## config.mk

```make
export PLATFORM = sky130hd
export DESIGN_NAME = eeprom_selftest
export DESIGN_NICKNAME = d
export VERILOG_FILES = /design/src/rtl/eeprom_pkg.sv /design/src/rtl/eeprom_selftest_pattern_chk.sv /design/src/rtl/eeprom_selftest.sv
export SDC_FILE = /design/constraint.sdc
export NUM_CORES = 1
export LEC_CHECK = 0
export BUFFER_PORTS_ARGS = -buffer_cell sky130_fd_sc_hd__buf_2
export CAP_MARGIN = 30
export CORE_UTILIZATION = 57
export DETAILED_ROUTE_END_ITERATION = 16
export MAX_ROUTING_LAYER = met4
export PLACE_DENSITY = 0.86
export SLEW_MARGIN = 20
export SYNTH_ARGS = -nofsm -noshare
export SYNTH_HDL_FRONTEND = slang
export SYNTH_SLANG_ARGS = --single-unit
```

## constraint.sdc

```tcl
create_clock -name i_clk -period 5.6 [get_ports i_clk]
set_clock_uncertainty 0.05 [all_clocks]
set_input_delay 0.84 -clock i_clk [delete_from_list [all_inputs] [get_ports i_clk]]
set_output_delay 0.84 -clock i_clk [all_outputs]
set_load 0.01 [all_outputs]
```

## src/rtl/eeprom_pkg.sv

```systemverilog
// Shared types and helpers for the EEPROM self-test stimulus/check stage.
package eeprom_pkg;

    localparam logic [1:0] OP_WRITE = 2'd1;
    localparam logic [1:0] OP_READ  = 2'd2;

    localparam int EEPROM_PAGE_BYTES = 32;

    typedef enum logic [2:0] {
        ST_IDLE,
        ST_WR_REQ,
        ST_WR_DATA,
        ST_WR_WAIT,
        ST_RD_REQ,
        ST_RD_DATA,
        ST_DONE
    } state_t;

    // Byte k of a run: seed + run + k, wrapping mod 256.
    function automatic logic [7:0] pat(input logic [7:0] seed,
                                       input logic [7:0] run,
                                       input logic [7:0] k);
        return seed + run + k;
    endfunction

endpackage

```

## src/rtl/eeprom_selftest_pattern_chk.sv

```systemverilog
// Test pattern generator plus read-back compare and error accumulation.
module selftest_pattern_chk
    import eeprom_pkg::*;
#(
    parameter logic [7:0]  P_SEED       = 8'hA5,
    parameter logic [15:0] P_START_ADDR = 16'h0000
) (
    input  logic        clk,
    input  logic        rst_n,
    input  logic        clear,
    input  logic        run_inc,
    input  logic [5:0]  idx,
    output logic [7:0]  exp_byte,
    input  logic        cmp_en,
    input  logic [7:0]  cmp_data,
    input  logic [5:0]  miss_cnt,
    output logic [7:0]  err_cnt,
    output logic [15:0] first_err_addr
);

    logic [7:0] run_cnt;
    logic       err_seen;
    logic       mismatch;
    logic [9:0] err_sum;

    assign exp_byte = pat(P_SEED, run_cnt, {2'b00, idx});
    assign mismatch = cmp_en && (cmp_data != exp_byte);
    // A mismatch and a short-frame penalty can land on the same byte.
    assign err_sum  = {2'b00, err_cnt} + {9'd0, mismatch} + {4'd0, miss_cnt};

    always_ff @(posedge clk or negedge rst_n) begin
        if (!rst_n) begin
            run_cnt        <= 8'd0;
            err_cnt        <= 8'd0;
            first_err_addr <= 16'hFFFF;
            err_seen       <= 1'b0;
        end else begin
            if (run_inc)
                run_cnt <= run_cnt + 8'd1;
            if (clear) begin
                err_cnt        <= 8'd0;
                first_err_addr <= 16'hFFFF;
                err_seen       <= 1'b0;
            end else begin
                err_cnt <= (err_sum > 10'd255) ? 8'hFF : err_sum[7:0];
                if (mismatch && !err_seen) begin
                    first_err_addr <= P_START_ADDR + {10'd0, idx};
                    err_seen       <= 1'b1;
                end
            end
        end
    end

endmodule

```

## src/rtl/eeprom_selftest.sv

```systemverilog
// EEPROM page write / read-back self test: FSM, request handshake and watchdog.
module eeprom_selftest
    import eeprom_pkg::*;
#(
    parameter logic [2:0]  P_DEVICE_ADDR = 3'b000,
    parameter logic [15:0] P_START_ADDR  = 16'h0000,
    parameter int          P_LEN         = 8,
    parameter logic [7:0]  P_SEED        = 8'hA5,
    parameter int          P_TWR_CYCLES  = 250000,
    parameter int          P_TIMEOUT     = 1000000
) (
    input  logic        i_clk,
    input  logic        i_rst,
    input  logic        i_start,
    output logic        o_busy,
    output logic        o_done,
    output logic        o_pass,
    output logic        o_timeout,
    output logic [7:0]  o_err_cnt,
    output logic [15:0] o_first_err_addr,
    output logic [2:0]  o_user_device_addr,
    output logic [15:0] o_user_operate_addr,
    output logic [7:0]  o_user_operate_len,
    output logic [1:0]  o_user_operate_type,
    output logic        o_user_operate_valid,
    input  logic        i_user_operate_ready,
    output logic [7:0]  o_user_write_data,
    output logic        o_user_write_sop,
    output logic        o_user_write_eop,
    output logic        o_user_write_valid,
    input  logic [7:0]  i_user_read_data,
    input  logic        i_user_read_sop,
    input  logic        i_user_read_eop,
    input  logic        i_user_read_valid
);

    generate
        if (P_LEN < 1 || P_LEN > EEPROM_PAGE_BYTES ||
            (int'(P_START_ADDR) % EEPROM_PAGE_BYTES) + P_LEN > EEPROM_PAGE_BYTES) begin : g_bad_range
            $error("eeprom_selftest: test range must be 1..32 bytes inside one page");
        end
        if (P_TWR_CYCLES < 1 || P_TIMEOUT < 1) begin : g_bad_timing
            $error("eeprom_selftest: P_TWR_CYCLES and P_TIMEOUT must be >= 1");
        end
    endgenerate

    localparam logic [5:0] LAST = 6'(P_LEN - 1);

    state_t      state, state_nx;
    logic [5:0]  idx;
    logic [31:0] wd_cnt;
    logic        hs, wd_hit, wd_expire;
    logic        start_ok, rd_byte, rd_last;
    logic [5:0]  miss_cnt;
    logic [7:0]  exp_byte;
    logic        timeout_q, result_vld;
    logic        unused_sop;

    // Frame start is implied by entering RD_DATA; the incoming sop is not needed.
    assign unused_sop = i_user_read_sop;

    assign hs       = o_user_operate_valid & i_user_operate_ready;
    assign wd_hit   = (wd_cnt == 32'(P_TIMEOUT - 1));
    assign start_ok = (state == ST_IDLE) & i_start;
    assign rd_byte  = (state == ST_RD_DATA) & i_user_read_valid;
    assign rd_last  = rd_byte & (i_user_read_eop | (idx == LAST));
    assign miss_cnt = (rd_byte & i_user_read_eop) ? (LAST - idx) : 6'd0;

    always_ff @(posedge i_clk or negedge i_rst) begin
        if (!i_rst)
            state <= ST_IDLE;
        else
            state <= state_nx;
    end

    always_comb begin
        state_nx  = state;
        wd_expire = 1'b0;
        case (state)
            ST_IDLE:    if (i_start) state_nx = ST_WR_REQ;
            ST_WR_REQ: begin
                if (hs)          state_nx = ST_WR_DATA;
                else if (wd_hit) begin state_nx = ST_DONE; wd_expire = 1'b1; end
            end
            ST_WR_DATA: if (idx == LAST) state_nx = ST_WR_WAIT;
            ST_WR_WAIT: if (wd_cnt == 32'(P_TWR_CYCLES - 1)) state_nx = ST_RD_REQ;
            ST_RD_REQ: begin
                if (hs)          state_nx = ST_RD_DATA;
                else if (wd_hit) begin state_nx = ST_DONE; wd_expire = 1'b1; end
            end
            ST_RD_DATA: begin
                if (rd_last)     state_nx = ST_DONE;
                else if (wd_hit) begin state_nx = ST_DONE; wd_expire = 1'b1; end
            end
            ST_DONE:    state_nx = ST_IDLE;
            default:    state_nx = ST_IDLE;
        endcase
    end

    // Watchdog and byte index both restart on every state change.
    always_ff @(posedge i_clk or negedge i_rst) begin
        if (!i_rst) begin
            wd_cnt     <= 32'd0;
            idx        <= 6'd0;
            timeout_q  <= 1'b0;
            result_vld <= 1'b0;
        end else begin
            if (state_nx != state) begin
                wd_cnt <= 32'd0;
                idx    <= 6'd0;
            end else begin
                if (wd_cnt != '1)
                    wd_cnt <= wd_cnt + 32'd1;
                if (o_user_write_valid || rd_byte)
                    idx <= idx + 6'd1;
            end
            if (wd_expire)
                timeout_q <= 1'b1;
            else if (start_ok)
                timeout_q <= 1'b0;
            if (state == ST_DONE)
                result_vld <= 1'b1;
            else if (start_ok)
                result_vld <= 1'b0;
        end
    end

    selftest_pattern_chk #(
        .P_SEED       (P_SEED),
        .P_START_ADDR (P_START_ADDR)
    ) u_chk (
        .clk            (i_clk),
        .rst_n          (i_rst),
        .clear          (start_ok),
        .run_inc        (state == ST_DONE),
        .idx            (idx),
        .exp_byte       (exp_byte),
        .cmp_en         (rd_byte),
        .cmp_data       (i_user_read_data),
        .miss_cnt       (miss_cnt),
        .err_cnt        (o_err_cnt),
        .first_err_addr (o_first_err_addr)
    );

    // Strobes decode straight from state so an async reset drops them at once.
    assign o_busy               = (state != ST_IDLE) && (state != ST_DONE);
    assign o_done               = (state == ST_DONE);
    assign o_timeout            = timeout_q;
    assign o_pass               = (o_done | result_vld) & (o_err_cnt == 8'd0) & ~timeout_q;
    assign o_user_device_addr   = P_DEVICE_ADDR;
    assign o_user_operate_addr  = P_START_ADDR;
    assign o_user_operate_len   = 8'(P_LEN);
    assign o_user_operate_valid = (state == ST_WR_REQ) || (state == ST_RD_REQ);
    assign o_user_operate_type  = (state == ST_WR_REQ) ? OP_WRITE :
                                  (state == ST_RD_REQ) ? OP_READ  : 2'd0;
    assign o_user_write_valid   = (state == ST_WR_DATA);
    assign o_user_write_sop     = o_user_write_valid && (idx == 6'd0);
    assign o_user_write_eop     = o_user_write_valid && (idx == LAST);
    assign o_user_write_data    = o_user_write_valid ? exp_byte : 8'd0;

endmodule

```

==> impl_results.md, run 1 <==
- Slew HR: 0.444
- Avg Synthesized Cell Area: just under 9 um^2
- Asr flop ratio synth: 1.00
- Pwr Total: ~0.0017 W
- Post-CTS setup buffer count: 0
- Final setup fails: 0
- CP endpoint kind: register
- Post-synth EDFFs: 0
- Largest family of logic cells by synthesized area: simple AND/OR/NAND/NOR gates
- Worst EP arrival: roughly 5.4 ns
- Buffers on Ports: 55
- Synth Register Bits: 67
- Area occupied by multi-input gates: between 2000 and 3000 um^2
- CTS sink count: 67
- Fillers: between 700 and 800
- Nature of the critical path startpoint: register
- Root Buffer: clkbuf_8
- Initial Util: 0.593
- Met1 Wirelength: between 4 and 5 mm
- Seq/Total Area, Yosys: 0.343
- Design Area, Final: about 5300 um^2
- Final Core Density: 0.641
- Setup WS post-layout: approximately 0.43 ns
- Synth Warn #: 0
- Mux share of post-synthesis cell area: 0.0165
- Worst path required time: roughly 5.8 ns
- Met3 routed WL: approximately 460 um
- Dpl hpwl: ~7.8 mm
- Total grt overflow: 0
- Drt drc: 0
- Die Ht: about 95 um
- Worst Max-Slew Pin Slew: 0.834 ns
- I/O Pins: 84
- CTS buffer count: 9
- Max_cap viols: 0
- P_leak: roughly 2.5 nW
- DR vias: ~4k
- DRT Pass-1 Iters: 5
- Fraction of synthesized cell area in xor and xnor cells: 0.115
- Largest net degree at the start of global routing: a little under 70
- Post-DRT Antenna Nets: 0
- Status: finished, final reports clean
- Cell Area, Placed: just over 5000 um^2
- Synth Area in Compound Gates: 0.0903
- Slew Viols, Final: 0
- Total Nets Final: between 600 and 700
- Highest routed layer: met4
- VDD IR max: 0.245 mV
- RSZ-0062 raised after global routing: false
- # diodes: 0
- Final Hold Fails: 0
- Post-synthesis adder-cell area fraction: 0.0768
- Register area: approximately 1700 um^2
- Worst hold-check path type: register to register
- Post-route clock period utilization: 0.922
- Min Tclk post-route: 5.17 ns
- Share of cells above drive strength 1: 0.157
- Num rows: 33
- Worst-Skew Late Latency: around 0.35 ns
- Die Wd: 94.9 um
- Fin Setup TNS: 0 ns
- CTS tree: built
- Wire per inst: approximately 15 um
- Critical path peak fanout: 8
- PwrDens: 316 nW/um^2
- Critical path class: register to register
- CTS Buffer Depth: 2
- Place WS: 0.511 ns
- Routed met2 length: ~5.7 mm
- Initial DRC count: 148
- CTS Hold Bufs: 0
- Post-synth cell types: just over 60
- Core Box Area: 8300 um^2
- Post-Synth Simple-Gate Area: 0.259
- CTS clk-pin slew, worst paths: ~0.080 ns
- Die footprint: 9000 um^2
- Layout area overhead: 8.14%
- Total GRT Usage: 0.262
- Post_cts resized: 0
- Initial antenna violation count: 0
- Achievable frequency: between 150 and 200 MHz
- Wirelength, routed: 10.7 mm
- Routability Congestion: roughly 0.87
- First-pass GRT wire length: between 15 and 20 mm
- Post-Syn Instances: roughly 570
- H-tree level count: 3
- Post-synth top flop: dfrtp_1
- Vias in the first global route: between 3k and 4k
- Cell Area, Synth: between 4000 and 5000 um^2
- Vias per cell: 5.74
state kept, by name (all words and copies together), names as in the netlist:
name                  count
result_vld                1
u_chk.run_cnt             8
u_chk.err_cnt             8
u_chk.first_err_addr      7
u_chk.err_seen            1
wd_cnt                   32
idx                       6
o_timeout                 1
state                     3
Yosys cell counts, drive strengths merged, types with 11 or more instances:
cell | number | share of area
nor2 | 85 | 0.065
o21ai | 11 | 0.011
nor4 | 13 | 0.020
nand3 | 17 | 0.018
dfrtp | 60 | 0.31
xnor2 | 45 | 0.080
and3 | 15 | 0.019
a21oi | 20 | 0.020
ha | 27 | 0.069
buf | 44 | 0.066
xor2 | 17 | 0.030
nand2 | 35 | 0.027
nand4 | 18 | 0.023
nor3 | 23 | 0.023
clkbuf | 11 | 0.0084
inv | 31 | 0.024
power breakdown:
group / switching [W] / total, W / internal [W]
logic: 0.000354 / 0.000597 / 0.000243
clock network: 0.000191 / 0.000453 / 0.000263
registers: 0.0000902 / 0.000633 / 0.000542
path summary, 6_finish.rpt:
kind                                                 to  slack, ns                    startpoint  depth (start not counted)
setup / recovery             u_chk.err_cnt[2]$_DFF_PN0_       0.43            idx[1]$_DFFE_PN0P_                         20
hold / removal             u_chk.run_cnt[5]$_DFFE_PN0P_       0.44  u_chk.run_cnt[5]$_DFFE_PN0P_                          1
setup reg to reg             u_chk.err_cnt[2]$_DFF_PN0_       0.43            idx[1]$_DFFE_PN0P_                         20
hold reg to reg            u_chk.run_cnt[5]$_DFFE_PN0P_       0.44  u_chk.run_cnt[5]$_DFFE_PN0P_                          1
max in group asynchronous         wd_cnt[0]$_DFFE_PN0P_       4.33                         i_rst                          2
min in group asynchronous            idx[3]$_DFFE_PN0P_       0.63                         i_rst                          2
area by class of cell:
cell class,instances,area share
Multi-Input combinational cell,441,0.538
Sequential cell,67,0.317
Timing Repair Buffer,58,0.0560
Clock buffer,10,0.0259
Tap cell,105,0.0247
Inverter,31,0.0219
Clock inverter,6,0.0167
cells in the final DEF, fill, tap and decap left out, drive strengths merged, types with 4 or more instances in the layout:
master	count
nor2	85
dfrtp	60
buf	58
xnor2	45
nand2	35
inv	31
ha	27
conb	27
nor3	23
a21oi	20
nand4	18
xor2	17
nand3	17
and3	15
nor4	13
o21ai	11
clkbuf	10
nor2b	7
mux2i	7
dfstp	7
o21a	5
nor4b	5
nand2b	4
o211ai	4
o21bai	4
a211oi	4
or4	4
logic make-up after synthesis:
group / count (synthesis)
compound gates: 67
buf+inv: 86
simple gates: 247
xor+xnor: 63
flops: 67
other cells: 2
mux: 8
fa+ha+maj: 29
critical path, stage by stage (launching register included):
cell and delay [ns]:
dfrtp_1 0.48, ha_1 0.35, ha_1 0.23, inv_1 0.07
fa_1 0.43, xor2_1 0.21, nand4_1 0.12, nor4bb_1 0.31
o32ai_1 0.16, o31ai_1 0.28, inv_1 0.10, ha_1 0.22
ha_1 0.22, and3_1 0.23, xor2_1 0.15, ha_1 0.34
a21boi_0 0.21, o21a_1 0.21, nor2_1 0.06, o311a_1 0.47
a21oi_1 0.18
per-layer routing:
layer	vias up	global-route usage
met1	2001	0.281
met3	20	0.0588
met4	0	0.0934
met5	-	-
met2	109	0.472
li1	1988	-
through the flow:
step,std cells,hold slack [ns]
2_1_floorplan,594,0.398
3_3_place_gp,702,0.428
3_5_place_dp,702,0.427
4_1_cts,718,0.441
5_1_grt,718,0.468
6_report,718,0.439
No activity file was read; power rests on OpenSTA's default activity.
==> run 2: changes to the inputs <==
CORE_ASPECT_RATIO = 1.75   (was default)
==> impl_results.md, run 2 (synthesis gave the netlist of run 1 again) <==
- Most common cell after layout, fill and taps aside: nor2_1
- Final Hold Fails: 0 (unchanged)
- Initial DRC count: 318 (+110%)
- CTS sink count: 67 (unchanged)
- Num rows: 44 (+33%)
- # placed instances: 712 (+1.4%)
- Register area: 1690 um^2 (unchanged)
- NetSw: 0.000658 W (+3.6%)
- Max reg flops: 32 (unchanged)
- # diodes: 0 (unchanged)
- Fin Setup TNS: 0 ns (unchanged)
- Initial Util: 0.592 (-0.000981)
- Wire per inst: 15.5 um (+4.2%)
- VDD IR max: 0.267 mV (+8.8%)
- Dpl hpwl: 8.36 mm (+7.8%)
- CP endpoint kind: register
- Vias per cell: 5.92 (+3.2%)
- Routability Congestion: 0.980 (+12%)
- Slew HR: 0.446 (+0.00216)
- Fillers: 674 (-4.3%)
- Post_cts resized: 0 (unchanged)
- Vias in the first global route: 4238 (+7.9%)
- Critical path class: register to register
- RSZ-0062 raised after global routing: false
- H-tree level count: 3 (unchanged)
- Largest net degree at the start of global routing: 68 (unchanged)
- Largest registers: wd_cnt x32, u_chk.err_cnt x8, u_chk.run_cnt x8
- Logic pwr share: 0.331 (-0.024)
- Critical path peak fanout: 8 (unchanged)
- Post-CTS setup buffer count: 0 (unchanged)
- Status: finished, final reports clean
- Post-route insts no fill: 728 (+1.4%)
- Die Wd: 72.2 um (-24%)
- CTS clk-pin slew, worst paths: 0.06 ns (-0.02 ns)
- Total GRT Usage: 0.276 (+0.0132)
- Min Tclk post-route: 5.10 ns (-0.0701 ns)
- Total Nets Final: 652 (unchanged)
- Int Pwr: 0.00117 W (+12%)
- Pwr Total: 0.00183 W (+8.9%)
- Most flop-heavy register: wd_cnt
- CTS Hold Bufs: 0 (unchanged)
- Most frequent cells in the layout: 85 x nor2_1, 60 x dfrtp_1, 55 x buf_2
- Net Sw Frac: 0.359 (-0.0183)
- P_leak: 2.49 nW (+1.7%)
- Die Ht: 125 um (+32%)
- Worst-Skew Late Latency: 0.34 ns (about the same)
- Slew Viols, Final: 0 (unchanged)
- PwrDens: 338 nW/um^2 (+6.9%)
- Clock Power Share: 0.322 (+0.053)
- Max_cap viols: 0 (unchanged)
- I/O Pins: 84 (unchanged)
- Nature of the critical path startpoint: register
- Final setup fails: 0 (unchanged)
- Worst path required time: 5.81 ns (about the same)
- Share of total power in sequential cells: 0.347 (-0.029)
- Post-DRT Antenna Nets: 0 (unchanged)
- CTS tree: built
- Buffers on Ports: 55 (unchanged)
- First-pass GRT wire length: 18.9 mm (+7.2%)
- Core Box Area: 8310 um^2 (+0.17%)
- DRT Pass-1 Iters: 6 (+1)
- Post-route clock period utilization: 0.910 (-0.0125)
- Root Buffer: clkbuf_16
- Worst hold-check path type: register to register
- Worst Max-Slew Pin Slew: 0.830 ns (-0.00324 ns)
- Achievable frequency: 196 MHz (+1.4%)
- Share of cells above drive strength 1: 0.153 (-0.00326)
- CTS Buffer Depth: 2 (unchanged)
- DR vias: 4311 (+4.7%)
- Worst R2R Setup Slack: 0.50 ns (+0.07 ns)
- Hold slack: 0.448 ns (+0.00882 ns)
- Total grt overflow: 0 (unchanged)
- Drt drc: 0 (unchanged)
- Worst EP arrival: 5.30 ns (-0.08 ns)
- Initial antenna violation count: 0 (unchanged)
- Layout area overhead: 10.1%
- Die footprint: 9020 um^2 (+0.17%)
- Wirelength, routed: 11.3 mm (+5.6%)
- CTS buffer count: 9 (unchanged)
- Area occupied by multi-input gates: 2860 um^2 (unchanged)
## run 2: cell types whose count changed in the layout (fill, tap and decap cells not counted)
| cell | before | now |
|---|---|---|
| clkbuf_1 | 0 | 2 |
| clkbuf_16 | 0 | 9 |
| clkbuf_8 | 10 | 0 |
| clkinv_2 | 1 | 2 |
| clkinv_4 | 1 | 0 |
| clkinvlp_4 | 2 | 1 |
## run 2: final timing paths
kind,start,to,cells past startpoint
max,idx[1]$_DFFE_PN0P_,u_chk.err_cnt[2]$_DFF_PN0_,20
min,result_vld$_DFFE_PN0P_,result_vld$_DFFE_PN0P_,2
max reg2reg,idx[1]$_DFFE_PN0P_,u_chk.err_cnt[2]$_DFF_PN0_,20
min reg2reg,result_vld$_DFFE_PN0P_,result_vld$_DFFE_PN0P_,2
max in group asynchronous,i_rst,wd_cnt[30]$_DFFE_PN0P_,2
min in group asynchronous,i_rst,u_chk.err_cnt[4]$_DFF_PN0_,2
## run 2: critical path, stage by stage (launching register included)
cell	delay, ns
dfrtp_1	0.48
ha_1	0.34
ha_1	0.22
inv_1	0.07
fa_1	0.44
xor2_1	0.22
nand4_1	0.11
nor4bb_1	0.27
o32ai_1	0.15
o31ai_1	0.28
inv_1	0.08
ha_1	0.23
ha_1	0.21
and3_1	0.23
xor2_1	0.16
ha_1	0.34
a21boi_0	0.20
o21a_1	0.22
nor2_1	0.06
o311a_1	0.47
a21oi_1	0.18
## run 2: area by class of cell
cell class | instances | share of cell area
Clock inverter | 5 | 0.0143
Timing Repair Buffer | 58 | 0.0550
Clock buffer | 11 | 0.0430
Tap cell | 115 | 0.0266
Multi-Input combinational cell | 441 | 0.528
Inverter | 31 | 0.0215
Sequential cell | 67 | 0.311
## run 2: metal layers
| metal | wire length (um) | track usage | up-vias | part of all wire |
|---|---|---|---|---|
| li1 | - | - | 1991 | - |
| met1 | 4210 | 0.281 | 2098 | 0.37 |
| met2 | 6050 | 0.469 | 170 | 0.54 |
| met3 | 478 | 0.0510 | 52 | 0.042 |
| met4 | 544 | 0.178 | 0 | 0.048 |
| met5 | 0 | - | - | 0 |
## run 2: power by group through the flow
stage | clock network (W) | logic (W) | registers [W]
final | 0.000590 | 0.000606 | 0.000636
after global routing | 0.000621 | 0.000679 | 0.000647
after CTS | 0.000600 | 0.000604 | 0.000635
after detailed placement | 0 | 0.000599 | 0.000642
after global placement | 0 | 0.000575 | 0.000637
after floorplan | 0 | 0.000468 | 0.000611
## run 2: stage by stage
| stage | cell area [um^2] | util | setup WS (ns) |
|---|---|---|---|
| 2_1_floorplan | 5010 | - | 1.05 |
| 3_3_place_gp | 5100 | 0.614 | 0.704 |
| 3_5_place_dp | 5100 | 0.614 | 0.567 |
| 4_1_cts | 5420 | 0.651 | 0.536 |
| 5_1_grt | 5420 | 0.651 | 0.216 |
| 6_report | 5420 | 0.651 | 0.505 |
